===== src/rtl/tdc_pkg.sv =====
// Shared constants and elaboration-time helpers for the TDC popcount pipeline.
package tdc_pkg;

   // Bits counted by one leaf counter.
   localparam int GRP_SIZE = 6;

   // Number of leaf groups needed to cover w bits.
   function automatic int num_groups(input int w);
      return (w + GRP_SIZE - 1) / GRP_SIZE;
   endfunction

   // Smallest r with 2**r >= n (0 for n <= 1).
   function automatic int clog2_int(input int n);
      int r;
      r = 0;
      while ((1 << r) < n) r++;
      return r;
   endfunction

   // Pipeline depth: one leaf stage plus one stage per adder-tree level.
   function automatic int lat_of(input int w);
      return 1 + clog2_int(num_groups(w));
   endfunction

   // Width of the sums held at level lvl (level 1 is the leaf counts).
   function automatic int sum_w(input int lvl);
      return 3 + lvl - 1;
   endfunction

   // Nodes at level lvl when the tree starts with g leaves.
   function automatic int nodes_at(input int g, input int lvl);
      int n;
      n = g;
      for (int i = 1; i < lvl; i++) n = (n + 1) / 2;
      return n;
   endfunction

endpackage


===== src/rtl/ones_counter_6to3.sv =====
// Purely combinational count of the ones in a 6-bit slice.
module ones_counter_6to3 (
   input  logic [5:0] i_Bits,
   output logic [2:0] o_Count
);

   // Add the six bits into a 3-bit count (max 6).
   always_comb begin
      o_Count = '0;
      for (int b = 0; b < 6; b++) o_Count = o_Count + 3'(i_Bits[b]);
   end

endmodule


===== src/rtl/tdc_popcount_pipe.sv =====
// Pipelined popcount of a tapped-delay-line snapshot: a registered stage of
// 6-bit group counters followed by a registered binary adder tree. A valid
// bit rides alongside every stage; data registers only load when their
// incoming valid is set so idle cycles do not toggle the datapath.
// Handshake: i_Valid qualifies i_Sequence for one cycle with no backpressure;
// o_Valid qualifies o_Count, exactly LAT cycles after the matching i_Valid.
module tdc_popcount_pipe
   import tdc_pkg::*;
#(
   parameter int WIDTH = 192,
   parameter int CW    = $clog2(WIDTH + 1)
) (
   input  logic             i_Clk,
   input  logic             i_Rst_n,
   input  logic             i_Valid,
   input  logic [WIDTH-1:0] i_Sequence,
   output logic             o_Valid,
   output logic [CW-1:0]    o_Count,
   output logic [7:0]       o_Latency
);

   localparam int G   = num_groups(WIDTH);
   localparam int LAT = lat_of(WIDTH);

   logic [GRP_SIZE*G-1:0] seq_ext;
   logic [LAT-1:0]        vld_q;

   // Zero-extend the sample to a whole number of groups.
   always_comb begin
      seq_ext = '0;
      seq_ext[WIDTH-1:0] = i_Sequence;
   end

   // Valid shift register, one bit per pipeline stage.
   always_ff @(posedge i_Clk or negedge i_Rst_n) begin
      if (!i_Rst_n) begin
         vld_q <= '0;
      end else begin
         vld_q[0] <= i_Valid;
         for (int l = 1; l < LAT; l++) vld_q[l] <= vld_q[l-1];
      end
   end

   for (genvar l = 0; l < LAT; l++) begin : lvl
      localparam int SW = sum_w(l + 1);
      localparam int N  = nodes_at(G, l + 1);

      logic [SW-1:0] sum_d [N];
      logic [SW-1:0] sum_q [N];

      if (l == 0) begin : g_leaf
         for (genvar k = 0; k < G; k++) begin : g_grp
            ones_counter_6to3 u_cnt (
               .i_Bits  (seq_ext[GRP_SIZE*k +: GRP_SIZE]),
               .o_Count (sum_d[k])
            );
         end

         // Capture the group counts of an accepted sample.
         always_ff @(posedge i_Clk or negedge i_Rst_n) begin
            if (!i_Rst_n)     sum_q <= '{default: '0};
            else if (i_Valid) sum_q <= sum_d;
         end
      end else begin : g_add
         localparam int NP = nodes_at(G, l);

         for (genvar j = 0; j < N; j++) begin : g_node
            if (2*j + 1 < NP) begin : g_pair
               assign sum_d[j] = SW'(lvl[l-1].sum_q[2*j]) + SW'(lvl[l-1].sum_q[2*j+1]);
            end else begin : g_pass
               // Odd leftover node is carried up unchanged.
               assign sum_d[j] = SW'(lvl[l-1].sum_q[2*j]);
            end
         end

         // Register this tree level when the level below holds a valid sample.
         always_ff @(posedge i_Clk or negedge i_Rst_n) begin
            if (!i_Rst_n)        sum_q <= '{default: '0};
            else if (vld_q[l-1]) sum_q <= sum_d;
         end
      end
   end

   // The root sum never exceeds WIDTH, so truncating to CW bits is lossless.
   assign o_Count   = lvl[LAT-1].sum_q[0][CW-1:0];
   assign o_Valid   = vld_q[LAT-1];
   assign o_Latency = 8'(LAT);

endmodule

===== config.mk =====
export PLATFORM = sky130hd
export DESIGN_NAME = tdc_popcount_pipe
export DESIGN_NICKNAME = d
export VERILOG_FILES = /design/src/rtl/tdc_pkg.sv /design/src/rtl/ones_counter_6to3.sv /design/src/rtl/tdc_popcount_pipe.sv
export SDC_FILE = /design/constraint.sdc
export NUM_CORES = 1
export LEC_CHECK = 0
export CORE_MARGIN = 3
export CORE_UTILIZATION = 30
export DETAILED_ROUTE_END_ITERATION = 10
export PLACE_DENSITY = 0.53
export SYNTH_ARGS = -nofsm -noshare
export SYNTH_HDL_FRONTEND = slang
export SYNTH_SLANG_ARGS = --single-unit

===== constraint.sdc =====
create_clock -name i_Clk -period 5.1 [get_ports i_Clk]
set_input_delay 0.51 -clock i_Clk [delete_from_list [all_inputs] [get_ports i_Clk]]
set_output_delay 0.51 -clock i_Clk [all_outputs]
set_load 0.01 [all_outputs]

# == Word-level counts from Yosys, hierarchy flattened ==
# Index checks and enable logic that the tools add are counted.
# Widths: inputs -> output; s select.
# totals
ff_bits,252
input_bits,195
output_inout_bits,17
elab_cells,255
latchBits,0
mem_bits_rw,0
memories,0
rom_bits,0
# classes
n_reduce_logical,0
shift,0
muxes,0
eq_ne,0
addsub,191
n_lt_le_gt_ge,0
bitwise_logic,0
mul,0
div,0
# ops
cell,n
$add 3x1->3,128
$add 1x1->2,32
$add 3x3->4,16
$add 4x4->5,8
$add 5x5->6,4
$add 6x6->7,2
$add 7x7->8,1

# == Longest topological paths before layout ==
# depth
word_depth,5
mapped_depth,8
depth_no_buf,8

# == By module ==
# Synthesis repeated with hierarchy kept, for this count alone.
# hier_totals
hier_cells,1487
hier_area_um2,16248.1
# by_module_without_submodules
module,seq_area_each_um2,n_inst,cells_each,area_per_inst_um2
tdc_popcount_pipe,6306.0,1,1103,12964.9
ones_counter_6to3,0.0,32,12,102.6

# == Worst setup path after synthesis ==
# No wires, ideal clock.
# synth_timing
kind,input -> register
start,in i_Sequence[180]
end,reg lvl[0].sum_q[4] in the netlist's numbering
path_stages,8
t_arrival_ns,2.231
required_ns,5.021
setup_time_ns,0.079
setup_slack_ns,2.789
cell_sequence,ha_1 -> inv_1 -> fa_1 -> inv_1 -> fa_1 -> inv_1 -> fa_1 -> mux2i_1
# synth_via
elab_chain_len,5
# synth_lines
item,line_no,rtl
from (decl),tdc_popcount_pipe.sv:16,"input logic [WIDTH-1:0] i_Sequence,"
$add 1x1->2,ones_counter_6to3.sv:10,for (int b = 0; b < 6; b++) o_Count = o_Count + 3'(i_Bits[b]);
$add 3x1->3 (4 in series),ones_counter_6to3.sv:10,
to (signal assigned),tdc_popcount_pipe.sv:62,else if (i_Valid) sum_q <= sum_d;
to (decl),tdc_popcount_pipe.sv:49,logic [SW-1:0] sum_q [N];
# Every way passes these cells.
# A chain may end at the register's enable or synchronous reset.

# == Worst setup path in the final report ==
# layout_timing
start,in i_Sequence[114]
end,reg lvl[0].sum_q[37] in the netlist's numbering
# Same word-level chain as after synthesis.

==> flow_metrics.py <==
metrics = {
    "outcome": {
        "outcome": "finished, final reports clean",
    },
    "power_and_ir_drop": {
        "ir_worst_vdd_mv": 0.202,
        "seqPwrFrac": 0.332,
        "powerDensity_nw_per_um2": 520,
        "leakagePower_nw": 9.72,
        "p_int_mw": 6.82,
        "p_sw_mw": 3.55,
        "pwr-share-clk": 0.233,
        "p_comb_frac": 0.435,
        "switching_share": 0.342,
    },
    "die": {
        "num_io_pins": 212,
        "die_area_um2": 56300,
        "start_util": 0.304,
        "die_w_um": 237,
        "placementRows": 84,
        "die_h_um": 237,
        "design.core.area_um2": 52800,
    },
    "cts": {
        "ctsResizeCount": 0,
        "clock_latency_ns": 0.53,
        "cts_buffers": 34,
        "cts_tree": "done",
        "clk_path_buf_depth": 3,
        "clock_sinks": 252,
        "postCtsSetupRepairBufs": 0,
        "root_buffer": "clkbuf_16",
        "path_clk_slew_ns": 0.05,
        "ctsHoldBuffers": 0,
        "cts_max_level": 2,
    },
    "setup_path": {
        "crit_buf_inv": 4,
        "critPathArrivalTime_ns": 2.74,
        "slowest_stage": "fa_1",
        "setup.worst_path.end_class": "register",
        "worst-setup-path-type": "input port to register",
        "worstPathMaxFanout": 1,
        "required_ns": 5.54,
        "critPathMaxStageDelay_ns": 0.47,
        "worstSetupStartpointType": "input port",
        "path_cells": "clkdlybuf4s50_1 -> ha_1 -> inv_1 -> fa_1 -> inv_1 -> fa_1 -> inv_1 -> fa_1 -> mux2i_1",
        "critical_path.top_delay_family": "adder cells",
    },
    "sta": {
        "fmax_mhz": 433,
        "final-hold-violation-count": 0,
        "period_needed_ns": 2.31,
        "tns_ns": 0,
        "fin_skew_ns": 0.0229,
        "rsz0062_at_grt": "false",
        "setup_violations": 0,
        "finalCritPeriodShare": 0.452,
        "slew_violations": 0,
        "max_slew_margin": 0.286,
        "tightest_slew_ns": 1.07,
    },
    "placement": {
        "place_hpwl_um": 22200,
        "port_buffers": 203,
        "place.gp.congestion": 0.741,
    },
    "yosys": {
        "synth-main-ff-cell": "dfrtp_1",
        "synthArstFlopShare": 1.00,
        "synth_edf_count": 0,
        "yosysTopAreaCell": "dfrtp_1",
        "ys_ff_latch": 252,
        "syn_area_per_cell_um2": 11.4,
        "synth_top_area_share": 0.393,
        "synth.most_common_cell": "inv_1",
        "synth_area_leaders": "dfrtp_1 39%, fa_1 16%, ha_1 12%, inv_1 7.3%, mux2_2 6.9%",
        "ys.warnings.count": 0,
        "netlist_area_um2": 16000,
        "synth_commonest_cells": "314 x inv_1, 252 x dfrtp_1, 151 x ha_1, 127 x fa_1, 98 x mux2_2",
        "synth-seq-area-share": 0.393,
        "synth_cell_type_count": 37,
        "netlist_instances": 1409,
    },
    "final_layout": {
        "antenna_cells": 0,
        "syn2layout_area_growth_pct": 24.2,
        "multiInputGateArea_um2": 8330,
        "drive_gt1_frac": 0.0966,
        "num-nets-final": 2088,
        "fillers": 5237,
        "fin_util": 0.377,
        "seq_area_um2": 6310,
    },
    "grt": {
        "grt_max_degree": 132,
        "track_usage": 0.108,
        "grt_pass1_vias": 10666,
        "grt.overflow.total": 0,
        "grt_first_pass_wirelength_um": 50800,
        "antenna_found_initial": 0,
    },
    "flow_run": {
        "maxCapViolations": 0,
    },
    "detailed_routing": {
        "routed_wl_um": 28900,
        "viasPerCell": 4.25,
        "drc": 0,
        "drtPass1Iterations": 4,
        "drt_iter0_drc": 365,
        "wl_per_cell_um": 12.4,
        "vias": 9879,
        "ant_nets": 0,
    },
    "worst_hold_path": {
        "worstHoldPathType": "input port to async pin",
    },
}
-- cells by family after synthesis --
logic type,Yosys count,synth area share
AOI/OAI and AO/OA,196,0.0744
muxes,167,0.112
and+or+nand+nor,109,0.0299
DFF,252,0.393
other,2,0.000468
buffers and inverters,359,0.0886
xor gates and xnor gates,46,0.0251
adders and majority gates,278,0.276
-- layer usage --
metal	global-route usage	part of all wire
met1	0.149	0.48
met2	0.172	0.46
met3	0.0196	0.038
met4	0.0398	0.024
met5	0	0
-- placed cells by master (no fill, tap or decap), types with 4 or more instances in the layout --
master	n
clkbuf_8	6
nor3_1	5
clkdlybuf4s50_1	201
fa_1	127
nand2b_1	6
bufinv_16	4
a211oi_1	6
o22ai_1	5
o21a_1	12
clkbuf_16	35
inv_1	314
ha_1	151
mux2_2	98
conb_1	8
o21ai_0	18
nor2b_1	6
clkbuf_1	5
nand2_1	22
a21o_1	46
a21oi_1	94
nor2_1	62
xnor2_1	42
mux2i_1	69
xor2_1	4
o31ai_1	7
dfrtp_1	250
clkinv_2	5
-- through the flow --
step,power [mW],std cells,instance area (um^2),setup WS [ns],hold WS (ns)
floorplan,6.77,1415,16100,2.79,0.214
global placement,7.99,2267,18800,2.30,0.481
detailed placement,8.09,2267,18800,2.23,0.489
CTS,10.6,2323,19900,2.80,0.147
global route,11.4,2323,19900,2.65,0.200
finish,10.4,2323,19900,2.79,0.129
-- registers in the layout, indices dropped and copies added (netlist names) --
signal     flops
vld_q          6
o_Count        8
lvl.sum_q    238
-- final timing paths --
path                                               from                           end  slack (ns)  cells past startpoint
min in group i_Clk         lvl[3].sum_q[16]$_DFFE_PN0P_  lvl[3].sum_q[16]$_DFFE_PN0P_        0.50                      2
hold / removal                                  i_Rst_n  lvl[0].sum_q[28]$_DFFE_PN0P_        0.13                      1
hold reg to reg            lvl[3].sum_q[16]$_DFFE_PN0P_  lvl[3].sum_q[16]$_DFFE_PN0P_        0.50                      2
setup / recovery                        i_Sequence[114]  lvl[0].sum_q[37]$_DFFE_PN0P_        2.79                      9
setup reg to reg                     vld_q[2]$_DFF_PN0_   lvl[3].sum_q[4]$_DFFE_PN0P_        3.01                      2
max in group asynchronous                       i_Rst_n  lvl[1].sum_q[63]$_DFFE_PN0P_        3.83                      2
-- cell type report --
| cell class | instances | share of cell area |
|---|---|---|
| Inverter | 316 | 0.0596 |
| Clock inverter | 10 | 0.00773 |
| Clock buffer | 46 | 0.0491 |
| Sequential cell | 252 | 0.317 |
| Tap cell | 688 | 0.0432 |
| Multi-Input combinational cell | 804 | 0.418 |
| Timing Repair Buffer | 207 | 0.105 |
-- power groups by stage --
stage / sequential (mW) / clock, mW / combinational, mW
floorplan: 3.27 / 0 / 3.49
global placement: 3.47 / 0 / 4.52
detailed placement: 3.49 / 0 / 4.59
CTS: 3.47 / 2.51 / 4.63
global route: 3.57 / 2.59 / 5.26
finish: 3.44 / 2.41 / 4.51
Note: power is estimated with default switching activity, not from simulation.
